<file path="src/rtl/hazard_pkg.sv">
// Shared definitions for the pipeline hazard controller: FSM encoding,
// register-zero constant and the operand match helper.
package hazard_pkg;

    localparam int unsigned REG_W   = 5;
    localparam int unsigned STATE_W = 2;

    typedef enum logic [STATE_W-1:0] {
        ST_RUN      = 2'd0,
        ST_BR_HOLD  = 2'd1,
        ST_MEM_WAIT = 2'd2
    } state_e;

    localparam logic [REG_W-1:0] REG_ZERO = REG_W'(0);

    // Register x is read by the ID instruction; r0 never creates a dependence.
    function automatic logic reg_match(
        input logic [REG_W-1:0] x,
        input logic [REG_W-1:0] rs,
        input logic [REG_W-1:0] rt,
        input logic             uses_rt
    );
        return (x != REG_ZERO) && ((x == rs) || ((x == rt) && uses_rt));
    endfunction

endpackage

</file>
<file path="src/rtl/sat_counter.sv">
// Up-counter with enable that sticks at all-ones instead of wrapping.
module sat_counter #(
    parameter int unsigned W = 32
) (
    input  logic         clk,
    input  logic         rst_n,
    input  logic         en,
    output logic [W-1:0] count
);

    logic [W-1:0] count_q;
    logic [W-1:0] count_d;

    always_comb begin
        count_d = count_q;
        if (en && (count_q != {W{1'b1}})) begin
            count_d = count_q + W'(1);
        end
    end

    always_ff @(posedge clk or negedge rst_n) begin
        if (!rst_n) begin
            count_q <= '0;
        end else begin
            count_q <= count_d;
        end
    end

    assign count = count_q;

endmodule

</file>
<file path="src/rtl/hazard_control.sv">
// Stall / flush / freeze control for a 5-stage pipeline with branches
// resolved in ID and a data memory that can assert a wait request.
module hazard_control
    import hazard_pkg::*;
#(
    parameter int unsigned CNT_W = 32
) (
    input  logic             clk,
    input  logic             rst_n,
    input  logic [4:0]       rs,
    input  logic [4:0]       rt,
    input  logic             ID_Uses_Rt,
    input  logic             ID_Is_Branch,
    input  logic             Branch_Taken,
    input  logic             Jump,
    input  logic [4:0]       ID_EX_dest,
    input  logic             ID_EX_Reg_Write,
    input  logic             ID_EX_Mem_Read,
    input  logic [4:0]       EX_MEM_dest,
    input  logic             EX_MEM_Mem_Read,
    input  logic             Mem_Busy,
    output logic             PC_Write,
    output logic             IF_ID_Write,
    output logic             ID_EX_Bubble,
    output logic             IF_ID_Flush,
    output logic             Pipe_Freeze,
    output logic [CNT_W-1:0] Stall_Count,
    output logic [CNT_W-1:0] Flush_Count
);

    state_e state_q, state_d;
    state_e ret_q, ret_d;
    state_e eff_state;

    logic ex_match;
    logic mem_match;
    logic load_use;
    logic br_alu;
    logic br_load_ex;
    logic br_load_mem;
    logic hz;

    always_comb begin
        ex_match    = reg_match(ID_EX_dest, rs, rt, ID_Uses_Rt);
        mem_match   = reg_match(EX_MEM_dest, rs, rt, ID_Uses_Rt);
        load_use    = ID_EX_Mem_Read && ex_match;
        br_alu      = ID_Is_Branch && ID_EX_Reg_Write && !ID_EX_Mem_Read && ex_match;
        br_load_ex  = ID_Is_Branch && ID_EX_Mem_Read && ex_match;
        br_load_mem = ID_Is_Branch && EX_MEM_Mem_Read && mem_match;
        hz          = load_use || br_alu || br_load_ex || br_load_mem;
    end

    // Leaving a memory wait, act as whichever state the wait interrupted.
    assign eff_state = (state_q == ST_MEM_WAIT) ? ret_q : state_q;

    always_comb begin
        state_d      = state_q;
        ret_d        = ret_q;
        PC_Write     = 1'b1;
        IF_ID_Write  = 1'b1;
        ID_EX_Bubble = 1'b0;
        IF_ID_Flush  = 1'b0;
        Pipe_Freeze  = 1'b0;

        if (!rst_n) begin
            PC_Write    = 1'b0;
            IF_ID_Write = 1'b0;
        end else if (Mem_Busy) begin
            PC_Write    = 1'b0;
            IF_ID_Write = 1'b0;
            Pipe_Freeze = 1'b1;
            state_d     = ST_MEM_WAIT;
            if (state_q != ST_MEM_WAIT) begin
                ret_d = state_q;
            end
        end else begin
            case (eff_state)
                ST_BR_HOLD: begin
                    PC_Write     = 1'b0;
                    IF_ID_Write  = 1'b0;
                    ID_EX_Bubble = 1'b1;
                    state_d      = ST_RUN;
                end
                default: begin
                    state_d = ST_RUN;
                    if (hz) begin
                        PC_Write     = 1'b0;
                        IF_ID_Write  = 1'b0;
                        ID_EX_Bubble = 1'b1;
                        if (br_load_ex) begin
                            state_d = ST_BR_HOLD;
                        end
                    end else if (Jump || (ID_Is_Branch && Branch_Taken)) begin
                        IF_ID_Flush = 1'b1;
                    end
                end
            endcase
        end
    end

    always_ff @(posedge clk or negedge rst_n) begin
        if (!rst_n) begin
            state_q <= ST_RUN;
            ret_q   <= ST_RUN;
        end else begin
            state_q <= state_d;
            ret_q   <= ret_d;
        end
    end

    sat_counter #(.W(CNT_W)) u_stall_cnt (
        .clk   (clk),
        .rst_n (rst_n),
        .en    (!PC_Write),
        .count (Stall_Count)
    );

    sat_counter #(.W(CNT_W)) u_flush_cnt (
        .clk   (clk),
        .rst_n (rst_n),
        .en    (IF_ID_Flush),
        .count (Flush_Count)
    );

endmodule

</file>
<file path="config.mk">
export PLATFORM = sky130hd
export DESIGN_NAME = hazard_control
export DESIGN_NICKNAME = d
export VERILOG_FILES = /design/src/rtl/hazard_pkg.sv /design/src/rtl/sat_counter.sv /design/src/rtl/hazard_control.sv
export SDC_FILE = /design/constraint.sdc
export NUM_CORES = 1
export LEC_CHECK = 0
export ABC_AREA = 1
export ABC_CLOCK_PERIOD_IN_PS = 2500
export BUFFER_PORTS_ARGS = -buffer_cell sky130_fd_sc_hd__buf_2
export CAP_MARGIN = 10
export CORE_MARGIN = 10
export CORE_UTILIZATION = 45
export DETAILED_ROUTE_END_ITERATION = 10
export PLACE_DENSITY = 0.76
export SYNTH_ARGS = -nofsm -noshare
export SYNTH_HDL_FRONTEND = slang
export SYNTH_SLANG_ARGS = --single-unit
</file>
<file path="constraint.sdc">
create_clock -name clk -period 2.5 [get_ports clk]
set_clock_uncertainty 0.2 [all_clocks]
set_input_delay 0.625 -clock clk [delete_from_list [all_inputs] [get_ports clk]]
set_output_delay 0.625 -clock clk [all_outputs]
set_load 0.05 [all_outputs]
</file>
### Yosys cells after proc, flatten, opt, wreduce, memory -nomap -nowiden

Index checks and enable logic that the tools add are counted.
Widths: inputs -> output; s select.

* register bits after elaboration: 68
* bits of input ports: 30
* output and inout bits: 69
* logic and storage cells: 61

* add/sub/neg operators: 2
* eq/ne operators: 9
* multiplexer cells: 20
* reduce and logical (&&, ||, !) cells: 26

Operators by type and width (count)
* $add 32x1->32 const B: 2
* $ne 32x32->1 const B: 2
* $eq 5x5->1: 4
* $mux 1: 18
* $logic_and 1x1->1: 15
* $reduce_bool 5->1: 2
* $logic_or 1x1->1: 6
* $mux 2: 2
* $reduce_and 3->1: 1
* $eq 2x1->1 const B: 1
* $eq 2x2->1 const B: 1
* $logic_not 1->1: 2
* $ne 2x2->1 const B: 1

### Depth between registers and ports, before layout

* word-level depth: 14
* mapped depth: 13
* mapped depth without buffers: 12

### Hierarchy

A second synthesis with hierarchy kept.

* cell total of the unflattened synthesis: 789
* area total of the unflattened synthesis: 5041.1 um2

Modules (own cells, without submodules)
* sat_counter: instances 2, cells an instance 333, area each 2190.9 um2, seq. area each 800.8 um2
* hazard_control: instances 1, cells an instance 123, area each 659.4 um2, seq. area each 100.1 um2

### Worst setup path after synthesis

No wires, ideal clock.

* path kind: in2out
* start: input ID_EX_dest[1]
* end: output ID_EX_Bubble
* data arrival time: 2.254 ns
* data required time: 1.675 ns
* slack: -0.579 ns
* stages on the path: 10
* path buffers: 0
* cells stage by stage: inv_1 > nand2_1 > nand2_1 > nor2_1 > nand3_1 > nand2_1 > nand2_1 > nor2_1 > nor2_1 > nor3_1

* longest elaborated chain between the ends: 12
* elaborated cells on any way between the ends: 16
* those cells by class: 2 x eq/ne; 4 x mux; 10 x reduce/logical

Ends and longest elaborated chain
* start: declaration: RTL line hazard_control.sv:16 `input logic [4:0] ID_EX_dest,`
* $eq 5x5->1: RTL line hazard_pkg.sv:23 `return (x != REG_ZERO) && ((x == rs) || ((x == rt) && uses_rt));`
* $logic_and 1x1->1: RTL line hazard_pkg.sv:23
* $logic_or 1x1->1: RTL line hazard_pkg.sv:23
* $logic_and 1x1->1 (*): RTL line hazard_pkg.sv:23
* $logic_and 1x1->1 (on tied branches): RTL line hazard_control.sv:46, hazard_control.sv:47
* $logic_or 1x1->1: RTL line hazard_control.sv:50 `hz = load_use || br_alu || br_load_ex || br_load_mem;`
* $logic_or 1x1->1 (*) (2 in series): RTL line hazard_control.sv:50
* $mux 1 (*): RTL line hazard_control.sv:86 `if (hz) begin`
* $mux 1 (*): RTL line hazard_control.sv:77 `case (eff_state)`
* $mux 1 (*): RTL line hazard_control.sv:68 `end else if (Mem_Busy) begin`
* $mux 1 (*): RTL line hazard_control.sv:65 `if (!rst_n) begin`
* end: declaration: RTL line hazard_control.sv:24 `output logic ID_EX_Bubble,`

Mark *: on every way between the ends. The rest lies on a longest branch, timed or not.

### Worst setup path in the final report

* start: input ID_EX_dest[0]
* end: output IF_ID_Write

* longest elaborated chain between the ends: 12
* elaborated cells on any way between the ends: 16
* those cells by class: 2 x eq/ne; 4 x mux; 10 x reduce/logical

Ends and longest elaborated chain
* $eq 5x5->1: RTL line hazard_pkg.sv:23
* $logic_and 1x1->1: RTL line hazard_pkg.sv:23
* $logic_or 1x1->1: RTL line hazard_pkg.sv:23
* $logic_and 1x1->1 (*): RTL line hazard_pkg.sv:23
* $logic_and 1x1->1 (on tied branches): RTL line hazard_control.sv:46, hazard_control.sv:47
* $logic_or 1x1->1: RTL line hazard_control.sv:50
* $logic_or 1x1->1 (*) (2 in series): RTL line hazard_control.sv:50
* $mux 1 (*): RTL line hazard_control.sv:86
* $mux 1 (*): RTL line hazard_control.sv:77
* $mux 1 (*): RTL line hazard_control.sv:68
* $mux 1 (*): RTL line hazard_control.sv:65
* end: declaration: RTL line hazard_control.sv:23 `output logic IF_ID_Write,`

Marks and branches as above.

==> flow_summary_export.csv <==
group,metric,value,unit
run_status,outcome,"complete, but fails checks",
run_status,violations,"setup timing",
power,p_leak,3.20,nW
placement,hpwl,10500,um
route,wl,13900,um
global_routing,grt_max_degree,43,
cts,cts_tree,"done",
global_routing,grt_usage,0.185,
global_routing,grt_pass1_wl,22800,um
timing,rsz0062_at_grt,"true",
timing,min_period,2540,ps
floorplanning,coreArea,10300,um^2
cts,cts_made_buffers,9,
global_routing,grt_pass1_vias,4662,
route,drc,0,
cts,cts_buffer_depth,2,
power,power_density,504,nW/um^2
worst_setup_path,reg2reg_to,"u_stall_cnt.count[28]",
worst_setup_path,ff2ff_setup_slack,250,ps
finish,fillCellCount,1019,
timing,fin_hold_ws,259,ps
synthesis,synthCells,701,
finish,finalNetCount,854,
worst_setup_path,path_class,"in -> out",
route,drt_iter0_drc,381,
finish,fin_util,0.581,
placement,io_buffers,98,
timing,slew_violations,0,
timing,timing_hold_violations_final,0,
timing,max_freq,393,MHz
cts,cts_hold_buf,0,
timing,worstMarginPinSlew,532,ps
route,final_antenna_net_count,0,
timing,period_share,1.02,
worst_setup_path,ff2ff_path_depth,9,
hold_path,hp-class,"in -> async",
worst_setup_path,cp-end-kind,"output port",
global_routing,antenna_found_initial,0,
worst_setup_path,crit_path_start_kind,"primary input",
worst_setup_path,crit_fanout,3,
worst_setup_path,r2r-start,"u_stall_cnt.count[18]",
cts,clock-root-buffer,"clkbuf_8",
placement,gp_congestion,0.968,
global_routing,grt-ovfl-total,0,
synthesis,ys_seq_area_frac,0.360,
cts,clkLatencyLatePin,340,ps
power,p_total,0.00301,W
job,cap_violations,0,
synthesis,syn_nets,733,
synthesis,ys_types,25,
finish,areaGrowthSynthToFinish,26.5,%
floorplanning,initial_utilization,0.460,
cts,cts.sinks,68,
worst_setup_path,required,1670,ps
finish,num_antenna_cells,0,
route,wire_per_inst,14.4,um
worst_setup_path,critPathArrivalTime,1720,ps
power,irDropWorstVdd,576,uV
floorplanning,die_height,122,um
route,vias_per_cell,5.16,
placement,place_area,5480,um^2
floorplanning,num_rows,37,
worst_setup_path,slowest_stage,"buf_4",
synthesis,ys_ff_latch,68,
worst_setup_path,path_cells,"buf_6 > inv_4 > nand2_2 > nand2_2 > nor2_2 > nand3_1 > nand2_1 > nand3_1 > nand4_1 > buf_4 > inv_4 > buf_8",
finish,drive_gt1_frac,0.249,
timing,setup_ws,-41.7,ps
cts,clkTransAtPathRegs,80,ps
floorplanning,die_area,15000,um^2
floorplanning,io_pins,99,
finish,finalInstanceArea,5970,um^2
worst_setup_path,slowest_delay,200,ps
timing,final.setup.tns,-118,ps
cts,h-tree-depth,3,
route,vias,4966,
synthesis,postSynthAreaPerCell,6.74,um^2
synthesis,synth_area,4720,um^2
timing,max_slew_margin,0.642,
timing,setup_viol,3,
synthesis,yosysWarnings,0,
route,drtPass1Iterations,5,
floorplanning,dieWidth,122,um
cell usage in the layout, fill, tap and decap left out, types with 2 or more instances in the layout:
cell type | synthesis | routed
nor2_4 | 2 | 3
nand2_1 | 301 | 282
nor3_2 | 2 | 3
nor2_2 | 1 | 8
a21oi_1 | 4 | 4
nand3_1 | 56 | 56
buf_6 | 6 | 20
inv_4 | 0 | 7
xor2_1 | 37 | 37
buf_2 | 8 | 75
ha_1 | 2 | 2
buf_4 | 2 | 27
buf_12 | 0 | 2
clkinv_2 | 0 | 2
nand2_2 | 0 | 16
nand3_2 | 2 | 2
inv_2 | 2 | 15
nor4_1 | 14 | 13
dfrtp_1 | 68 | 68
nor3_1 | 27 | 25
nor2_1 | 59 | 51
clkbuf_8 | 0 | 10
buf_8 | 0 | 3
clkinvlp_4 | 0 | 4
o21ai_0 | 8 | 8
xnor2_1 | 22 | 22
nand4_1 | 16 | 16
nand2_4 | 0 | 3
inv_1 | 58 | 36
layer usage:
layer / vias to the layer above / global-route usage / wire (um)
met2: 133 / 0.288 / 6660
met4: 0 / 0.0464 / 119
met5: - / 0 / 0
li1: 2463 / - / -
met3: 11 / 0.0500 / 863
met1: 2359 / 0.249 / 6260
critical path: cells and delay by family:
kind | cells | cell delay (ps)
buffers and inverters | 5 | 570
and+or+nand+nor | 7 | 530
Yosys cell counts (all sizes together):
library cell / count / area (um^2)
nand2: 301 / 1130
dfrtp: 68 / 1700
nor2: 62 / 250
inv: 60 / 225
nand3: 59 / 318
xor2: 37 / 324
nor3: 29 / 155
xnor2: 22 / 193
nand4: 17 / 121
buf: 16 / 123
nor4: 14 / 87.6
o21ai: 8 / 40.0
a21oi: 4 / 20.0
ha: 2 / 25.0
clkbuf: 1 / 3.75
nand3b: 1 / 7.51
logic make-up after synthesis:
family / Yosys count / synth area share
xor gates and xnor gates: 59 / 0.109
AOI/OAI and AO/OA: 12 / 0.0127
and+or+nand+nor: 483 / 0.438
buffers and inverters: 77 / 0.0744
adders and majority gates: 2 / 0.00530
DFF: 68 / 0.360
flip-flops by register name, summed over array words and instances (netlist names):
register / cells
u_flush_cnt.count: 32
u_stall_cnt.count: 32
state_q: 2
ret_q: 2
cell type report:
type	instances	area [um^2]	area share
inverters	60	255	0.0427
clock buffers	10	138	0.0230
well taps	136	170	0.0285
multi-input cells	556	2780	0.466
clock inverters	6	40.0	0.00670
repair buffers	127	888	0.149
flip-flops and latches	68	1700	0.285
report_power, final:
group / internal [W] / switching [W]
Clock: 0.000383 / 0.000448
Sequential: 0.00118 / 0.000115
Combinational: 0.000266 / 0.000623
Total: 0.00183 / 0.00119
worst max path at each step:
stage	start	end	slack, ps	cells past startpoint
after floorplan	ID_EX_dest[1]	IF_ID_Flush	20	10
after global placement	ID_EX_dest[2]	IF_ID_Flush	-170	7
after detailed placement	EX_MEM_dest[3]	PC_Write	-180	12
after CTS	ID_EX_dest[1]	IF_ID_Flush	-40	11
after global routing	state_q[0]	IF_ID_Write	-150	6
final	ID_EX_dest[0]	IF_ID_Write	-40	12
timing repair:
| item | CTS | global route |
|---|---|---|
| buffers inserted | 2 | 3 |
| endpoints found under the setup margin | 4 | 35 |
| resized for setup | 58 | 44 |
| pin swaps | 22 | 25 |
through the flow:
step           cells  setup WS [ps]
3_5_place_dp     942           -182
6_report         963          -41.7
5_1_grt          963           -149
3_3_place_gp     942           -174
4_1_cts          960          -39.5
2_1_floorplan    701           20.2
(Power assumes the default switching activity.)
